$ cat src/rtl/kdtree_input_loader.sv
// kd-tree input loader: parses the input FIFO word stream into
// internal-node, leaf-patch and query-patch memory writes.
module kdtree_input_loader #(
    parameter int DATA_WIDTH = 11,
    parameter int PATCH_SIZE = 5,
    parameter int LEAF_SIZE  = 8,
    parameter int NUM_LEAVES = 64,
    parameter int NUM_QUERYS = 494,
    parameter int IDX_WIDTH  = 3
) (
    input  logic                             clk,
    input  logic                             rst_n,
    input  logic                             load_kdtree,
    input  logic                             fifo_rempty_n,
    input  logic [DATA_WIDTH-1:0]            fifo_rdata,
    output logic                             fifo_deq,
    output logic                             node_wen,
    output logic [5:0]                       node_waddr,
    output logic [IDX_WIDTH-1:0]             node_wdata_idx,
    output logic [DATA_WIDTH-1:0]            node_wdata_median,
    output logic                             leaf_wen,
    output logic [5:0]                       leaf_waddr,
    output logic [2:0]                       leaf_wpatch,
    output logic [PATCH_SIZE*DATA_WIDTH-1:0] leaf_wdata_patch,
    output logic [DATA_WIDTH-1:0]            leaf_wdata_idx,
    output logic                             query_wen,
    output logic [8:0]                       query_waddr,
    output logic [PATCH_SIZE*DATA_WIDTH-1:0] query_wdata,
    output logic                             loading,
    output logic                             load_done
);

    localparam int PW = PATCH_SIZE * DATA_WIDTH;

    localparam logic [5:0] LAST_NODE  = 6'(NUM_LEAVES - 2);
    localparam logic [5:0] LAST_LEAF  = 6'(NUM_LEAVES - 1);
    localparam logic [2:0] LAST_PATCH = 3'(LEAF_SIZE - 1);
    localparam logic [8:0] LAST_QUERY = 9'(NUM_QUERYS - 1);
    localparam logic [2:0] LEAF_LAST_WORD  = 3'(PATCH_SIZE);
    localparam logic [2:0] QUERY_LAST_WORD = 3'(PATCH_SIZE - 1);

    typedef enum logic [2:0] {
        S_IDLE,
        S_NODE,
        S_LEAF,
        S_QUERY,
        S_DONE
    } state_t;

    state_t               state;
    logic [2:0]           word_cnt;
    logic [5:0]           node_cnt;
    logic [5:0]           leaf_cnt;
    logic [2:0]           patch_cnt;
    logic [8:0]           query_cnt;
    logic [IDX_WIDTH-1:0] idx_q;
    logic [PW-1:0]        elem_q;

    assign loading  = (state == S_NODE) || (state == S_LEAF) ||
                      (state == S_QUERY);
    assign fifo_deq = loading && fifo_rempty_n && !load_kdtree;

    // Parser FSM: consumes one word per pop, emits one registered write per record.
    always_ff @(posedge clk or negedge rst_n) begin
        if (!rst_n) begin
            state             <= S_IDLE;
            word_cnt          <= '0;
            node_cnt          <= '0;
            leaf_cnt          <= '0;
            patch_cnt         <= '0;
            query_cnt         <= '0;
            idx_q             <= '0;
            elem_q            <= '0;
            node_wen          <= 1'b0;
            node_waddr        <= '0;
            node_wdata_idx    <= '0;
            node_wdata_median <= '0;
            leaf_wen          <= 1'b0;
            leaf_waddr        <= '0;
            leaf_wpatch       <= '0;
            leaf_wdata_patch  <= '0;
            leaf_wdata_idx    <= '0;
            query_wen         <= 1'b0;
            query_waddr       <= '0;
            query_wdata       <= '0;
            load_done         <= 1'b0;
        end else begin
            node_wen  <= 1'b0;
            leaf_wen  <= 1'b0;
            query_wen <= 1'b0;
            // done flag lags entry into DONE so it follows the final write
            load_done <= (state == S_DONE) && !load_kdtree;
            if (load_kdtree) begin
                state     <= S_NODE;
                word_cnt  <= '0;
                node_cnt  <= '0;
                leaf_cnt  <= '0;
                patch_cnt <= '0;
                query_cnt <= '0;
                idx_q     <= '0;
                elem_q    <= '0;
            end else if (fifo_deq) begin
                unique case (state)
                    S_NODE: begin
                        if (word_cnt == 3'd0) begin
                            idx_q    <= fifo_rdata[IDX_WIDTH-1:0];
                            word_cnt <= 3'd1;
                        end else begin
                            node_wen          <= 1'b1;
                            node_waddr        <= node_cnt;
                            node_wdata_idx    <= idx_q;
                            node_wdata_median <= fifo_rdata;
                            word_cnt          <= 3'd0;
                            node_cnt          <= node_cnt + 6'd1;
                            if (node_cnt == LAST_NODE) begin
                                state <= S_LEAF;
                            end
                        end
                    end
                    S_LEAF: begin
                        if (word_cnt == LEAF_LAST_WORD) begin
                            leaf_wen         <= 1'b1;
                            leaf_waddr       <= leaf_cnt;
                            leaf_wpatch      <= patch_cnt;
                            leaf_wdata_patch <= elem_q;
                            leaf_wdata_idx   <= fifo_rdata;
                            word_cnt         <= 3'd0;
                            if (patch_cnt == LAST_PATCH) begin
                                patch_cnt <= 3'd0;
                                leaf_cnt  <= leaf_cnt + 6'd1;
                                if (leaf_cnt == LAST_LEAF) begin
                                    state <= S_QUERY;
                                end
                            end else begin
                                patch_cnt <= patch_cnt + 3'd1;
                            end
                        end else begin
                            for (int k = 0; k < PATCH_SIZE; k++) begin
                                if (word_cnt == 3'(k)) begin
                                    elem_q[k*DATA_WIDTH +: DATA_WIDTH] <= fifo_rdata;
                                end
                            end
                            word_cnt <= word_cnt + 3'd1;
                        end
                    end
                    S_QUERY: begin
                        if (word_cnt == QUERY_LAST_WORD) begin
                            query_wen   <= 1'b1;
                            query_waddr <= query_cnt;
                            query_wdata <= {fifo_rdata, elem_q[PW-DATA_WIDTH-1:0]};
                            word_cnt    <= 3'd0;
                            query_cnt   <= query_cnt + 9'd1;
                            if (query_cnt == LAST_QUERY) begin
                                state <= S_DONE;
                            end
                        end else begin
                            for (int k = 0; k < PATCH_SIZE; k++) begin
                                if (word_cnt == 3'(k)) begin
                                    elem_q[k*DATA_WIDTH +: DATA_WIDTH] <= fifo_rdata;
                                end
                            end
                            word_cnt <= word_cnt + 3'd1;
                        end
                    end
                    default: begin
                    end
                endcase
            end
        end
    end

endmodule

$ cat config.mk
export PLATFORM = sky130hd
export DESIGN_NAME = kdtree_input_loader
export DESIGN_NICKNAME = d
export VERILOG_FILES = /design/src/rtl/kdtree_input_loader.sv
export SDC_FILE = /design/constraint.sdc
export NUM_CORES = 1
export LEC_CHECK = 0
export CAP_MARGIN = 20
export CORE_ASPECT_RATIO = 1.5
export CORE_MARGIN = 2
export CORE_UTILIZATION = 30
export DETAILED_ROUTE_END_ITERATION = 8
export SYNTH_ARGS = -nofsm -noshare
export SYNTH_HDL_FRONTEND = slang
export SYNTH_SLANG_ARGS = --single-unit
$ cat constraint.sdc
create_clock -name clk -period 3.6 [get_ports clk]
set_input_delay 0.36 -clock clk [delete_from_list [all_inputs] [get_ports clk]]
set_output_delay 0.36 -clock clk [all_outputs]
set_load 0.05 [all_outputs]
# Word level (Yosys, flattened, before mapping)
# Cells that the tools add are included.
# totals
inputBits	15
elab_cells	143
register_bits	251
# op_classes
mux	60
n_addsub	5
bitwise	2
eq_ne	25
n_reduce_logical	29
# ops
op	n
$mux 55	3
$pmux 55 s2	1
$mux 3	22
$mux 11	5
$mux 6	9
$mux 44	1
$mux 9	4
$reduce_and 4->1	5
$ne 3x2->1 const B	6
$pmux 3 s3	2
$reduce_bool 2->1	8
$mux 1	13
$add 6x1->6 const B	2
$eq 3x2->1 const B	4
$eq 3x3->1 const B	4
$eq 6x6->1 const B	2
$reduce_and 3->1	4
$add 9x1->9 const B	1
$eq 9x9->1 const B	1
$ne 3x3->1 const B	3
$reduce_and 9->1	1
$add 3x1->3 const B	2
$eq 3x1->1 const B	2
$ne 2x2->1 const B	3
other kinds (9)	13

# Longest topological paths before layout
# depth
ltp_word	7
depth_mapped	8

# Worst setup path before layout
# Ideal clock, no wire load.
# synth_timing
path_type	input-to-reg
from	in load_kdtree
to	reg leaf_wdata_idx[8]
cell_stages	7
required_ps	3475
setup_ps	125
setup_slack_ps	1281
n_path_buf	3
arrival_ps	2194
path_cell_list	clkbuf_1 or3_4 inv_1 nand3_1 clkbuf_1 buf_2 mux2_2
# synth_between
elab_chain_len	3
elab_cells_between_ends	4
classes_between	bitwise: 1; reduce/logical: 3
# synth_rtl
item	line_no	text
start: declaration	13	input logic load_kdtree,
$logic_not 1->1	61	assign fifo_deq = loading && fifo_rempty_n && !load_kdtree;
$logic_and 1x1->1	61	
net fifo_deq	16	output logic fifo_deq,
$reduce_and 4->1 (no source line)	-	
end signal: assignment	126	leaf_wdata_idx <= fifo_rdata;
end: declaration	25	output logic [DATA_WIDTH-1:0] leaf_wdata_idx,
# The timed path passes the listed nets, and every way through them passes these cells.
# A chain may end at the register's enable or synchronous reset.

# Final worst setup path
# layout_timing
from	reg state[0]
to	out fifo_deq
# layout_between
elab_chain_len	5
elab_cells_between_ends	7
classes_between	eq/ne: 3; reduce/logical: 4
# layout_rtl
item	line_no	text
start: declaration	50	state_t state;
start signal: assignment	66	state <= S_IDLE;
start signal: assignment	94	state <= S_NODE;
start signal: assignment	116	state <= S_LEAF;
$eq 3x1->1 or $eq 3x2->1 (tied branches)	59	assign loading = (state == S_NODE) || (state == S_LEAF) ||
$logic_or 1x1->1	59	
$logic_or 1x1->1 (*)	59	
$logic_and 1x1->1 (*) (2 in a row)	61	
end: declaration	16	
# Every way passes the cells marked *; elsewhere a longest branch is shown, timed or not.

==> impl_metrics.csv <==
group,metric,value,unit
outcome,outcome,"finished clean",
yosys,synth_area,10400,sq um
sta,worstMarginPinSlew,0.839,ns
clock_tree,insertion_delay,0.54,ns
sta,fin_setup_tns,0,ns
floorplan,rows,83,
grt,grt_pass1_vias,6700,
setup_path,crit_path_max_incr_delay,0.86,ns
sta,fin_crit_sh,86.4,%
sta,clock.fmax,0.321,GHz
setup_path,cp_max_fo,16,
grt,grt_first_pass_wirelength,40.9,mm
yosys,synth_top_area_share,60.6,%
sta,fin_crit,3.11,ns
yosys,synth_area_leaders,"dfrtp_1 61%, mux2_2 15%, mux2_4 6.4%, mux2i_1 3.5%, nor2_1 2.1%",
job,maxCapViolCount,0,
setup_path,reg2reg_depth,5,
setup_path,arrival,2.75,ns
setup_path,timing.rr.start,"state[0]",
clock_tree,cts.sinks,251,
floorplan,initial_utilization,30.3,%
sta,hold_violations,0,
grt,grt_max_degree,102,
setup_path,cp-end-kind,"output port",
yosys,synthDistinctLibCells,42,
route,wl_per_cell,19.2,um
yosys,synthArstFlopShare,100,%
yosys,syn_nets,763,
setup_path,slowest_stage,"clkdlybuf4s50_1",
power_and_ir_drop,p_leak,6.45,nW
setup_path,crit_end,"fifo_deq",
floorplan,ios,180,
placement,placed_area,12600,sq um
route,vias_per_cell,4.69,
sta,fin_skew,0.0228,ns
placement,place.gp.congestion,0.769,
floorplan,core_area,34200,sq um
finish,fin_area,13500,sq um
yosys,ys_ff_latch,251,
power_and_ir_drop,p_per_area,454,nW/um^2
grt,antenna_found_initial,0,
sta,relSlewSlack,44.1,%
setup_path,start_kind,"flip-flop",
yosys,synth_flop_cell,"dfrtp_1",
clock_tree,clk_path_buf_depth,3,
clock_tree,cts.htree.levels,1,
yosys,synthCells,736,
yosys,seq_area_frac_synth,60.6,%
setup_path,ff2ff_setup_slack,1.00,ns
route,drcViolationCount,0,
setup_path,reg2reg_to,"query_wdata[49]",
setup_path,crit_start,"state[0]",
yosys,ys_warn_count,0,
finish,post-route-util,39.6,%
grt,gr-total-overflow,0,
setup_path,worstSetupPathType,"reg2out",
clock_tree,cts_hold_buf,1,
clock_tree,post_cts_buffers,0,
route,dr.pass1.iters,4,
placement,dp_hpwl,17.2,mm
yosys,avgSynthCellArea,14.1,sq um
clock_tree,cts_resized,0,
route,postRouteAntennaNets,0,
yosys,synth_edf_count,0,
finish,syn2layout_area_growth,30.5,%
finish,nets,945,
floorplan,die_x,156,um
placement,port-buffer-count,179,
route,num_vias,6380,
power_and_ir_drop,peakVddDrop,0.313,mV
floorplan,die_y,232,um
finish,final_cell_mix,"251 x dfrtp_1, 177 x clkdlybuf4s50_1, 138 x mux2_2",
setup_path,worstPathCellList,"nor2_1, or3_4, inv_1, clkdlybuf4s50_1",
worst_hold_path,worstHoldPathType,"in2reg",
route,wl,26.1,mm
sta,rsz0062_at_grt,"no",
sta,finalMaxSlewViolations,0,
clock_tree,clockRootBuffer,"clkbuf_16",
finish,mostFrequentLayoutCell,"dfrtp_1",
finish,antennaDiodeCount,0,
sta,setup_violations,0,
floorplan,die_area,36100,sq um
setup_path,required,3.24,ns
clock_tree,cts-buffers-inserted,26,
grt,grt_use_total,14.7,%
finish,drive_above_1_share,26.7,%
yosys,synth_area_leader_cell,"dfrtp_1",
clock_tree,path_clk_slew,0.07,ns
route,drt_iter0_drc,247,
clock_tree,cts_tree,"done",
## kinds of logic (layout without fill, tap and decap cells)
family / after synthesis / after routing / share of synthesized area, %
DFF: 251 / 251 / 60.6
muxes: 218 / 218 / 24.8
and+or+nand+nor: 161 / 161 / 7.93
buffers and inverters: 53 / 253 / 2.50
AOI/OAI and AO/OA: 28 / 28 / 1.61
xor gates and xnor gates: 13 / 13 / 1.10
adders and majority gates: 12 / 12 / 1.45
## metal layers
layer  track usage [%]  wire length (um)
met4              4.16               518
met3              2.64              1130
met1              17.8             10700
met2              26.6             13800
met5                 0                 0
## how the worst min path moves through the flow
stage                     cells past startpoint         from  slack (ns)                   to
after CTS                                     2  load_kdtree        0.11             state[1]
after floorplan                               0        rst_n        0.06            elem_q[0]
after global placement                        1        rst_n        0.46  leaf_wdata_patch[0]
after detailed placement                      1        rst_n        0.47  leaf_wdata_patch[0]
after global routing                          2  load_kdtree        0.11             state[1]
final                                         2  load_kdtree        0.13             state[1]
## worst max-delay path, delay by kind of cell (launching register included)
family	cells	cell delay (ns)
simple gates	2	0.60
flops	1	0.62
buf+inv	2	0.99
## through the flow
step | power (mW) | worst slack, ns | std cells | hold WS, ns
finish | 6.15 | 0.489 | 1361 | 0.129
global route | 6.42 | 0.341 | 1361 | 0.105
CTS | 6.27 | 0.460 | 1360 | 0.115
detailed placement | 3.53 | 0.704 | 1313 | 0.474
global placement | 3.52 | 0.746 | 1313 | 0.461
floorplan | 3.27 | 1.28 | 736 | 0.0644
## flip-flops by register name, indices dropped and copies added, names as in the netlist
name / count
query_cnt: 9
elem_q: 55
query_wen: 1
leaf_wen: 1
node_waddr: 6
load_done: 1
leaf_wdata_idx: 11
patch_cnt: 3
node_wen: 1
word_cnt: 3
node_wdata_idx: 3
leaf_waddr: 6
query_waddr: 9
leaf_wdata_patch: 55
leaf_cnt: 6
query_wdata: 55
node_wdata_median: 11
node_cnt: 6
idx_q: 3
state: 3
leaf_wpatch: 3
## synth_stat cells, types with 2 or more instances
cell type  number
nor3_1          7
mux2_4         44
buf_6           6
mux2i_1        36
and2_1          2
o21ai_0         7
a21oi_1        11
or3_1           2
a211oi_1        2
clkbuf_1       19
ha_1           12
nand2_1        21
o31ai_1         2
nand3_1        15
buf_2          12
or4_1           3
nand3b_1        3
a31oi_1         2
and3b_1         2
xor2_1          5
nor4bb_1        2
dfrtp_1       251
nand4_1         9
buf_1           5
nor2b_1        13
xnor2_1         8
mux2_2        138
nor4_1          6
and3_1          3
nand2b_1        9
nor2_1         58
inv_1          11
## area by class of cell
type	instances	area, sq um
clock inverters	13	125
clock buffers	33	728
multi-input cells	432	3860
inverters	11	41.3
well taps	425	532
repair buffers	196	1970
flip-flops and latches	251	6280
fillers	3210	20600
## power by group
part / internal (mW) / switching, mW
sequential: 2.89 / 0.0452
clock: 1.57 / 1.12
combinational: 0.188 / 0.337
Note: power is estimated with default switching activity, not from simulation.
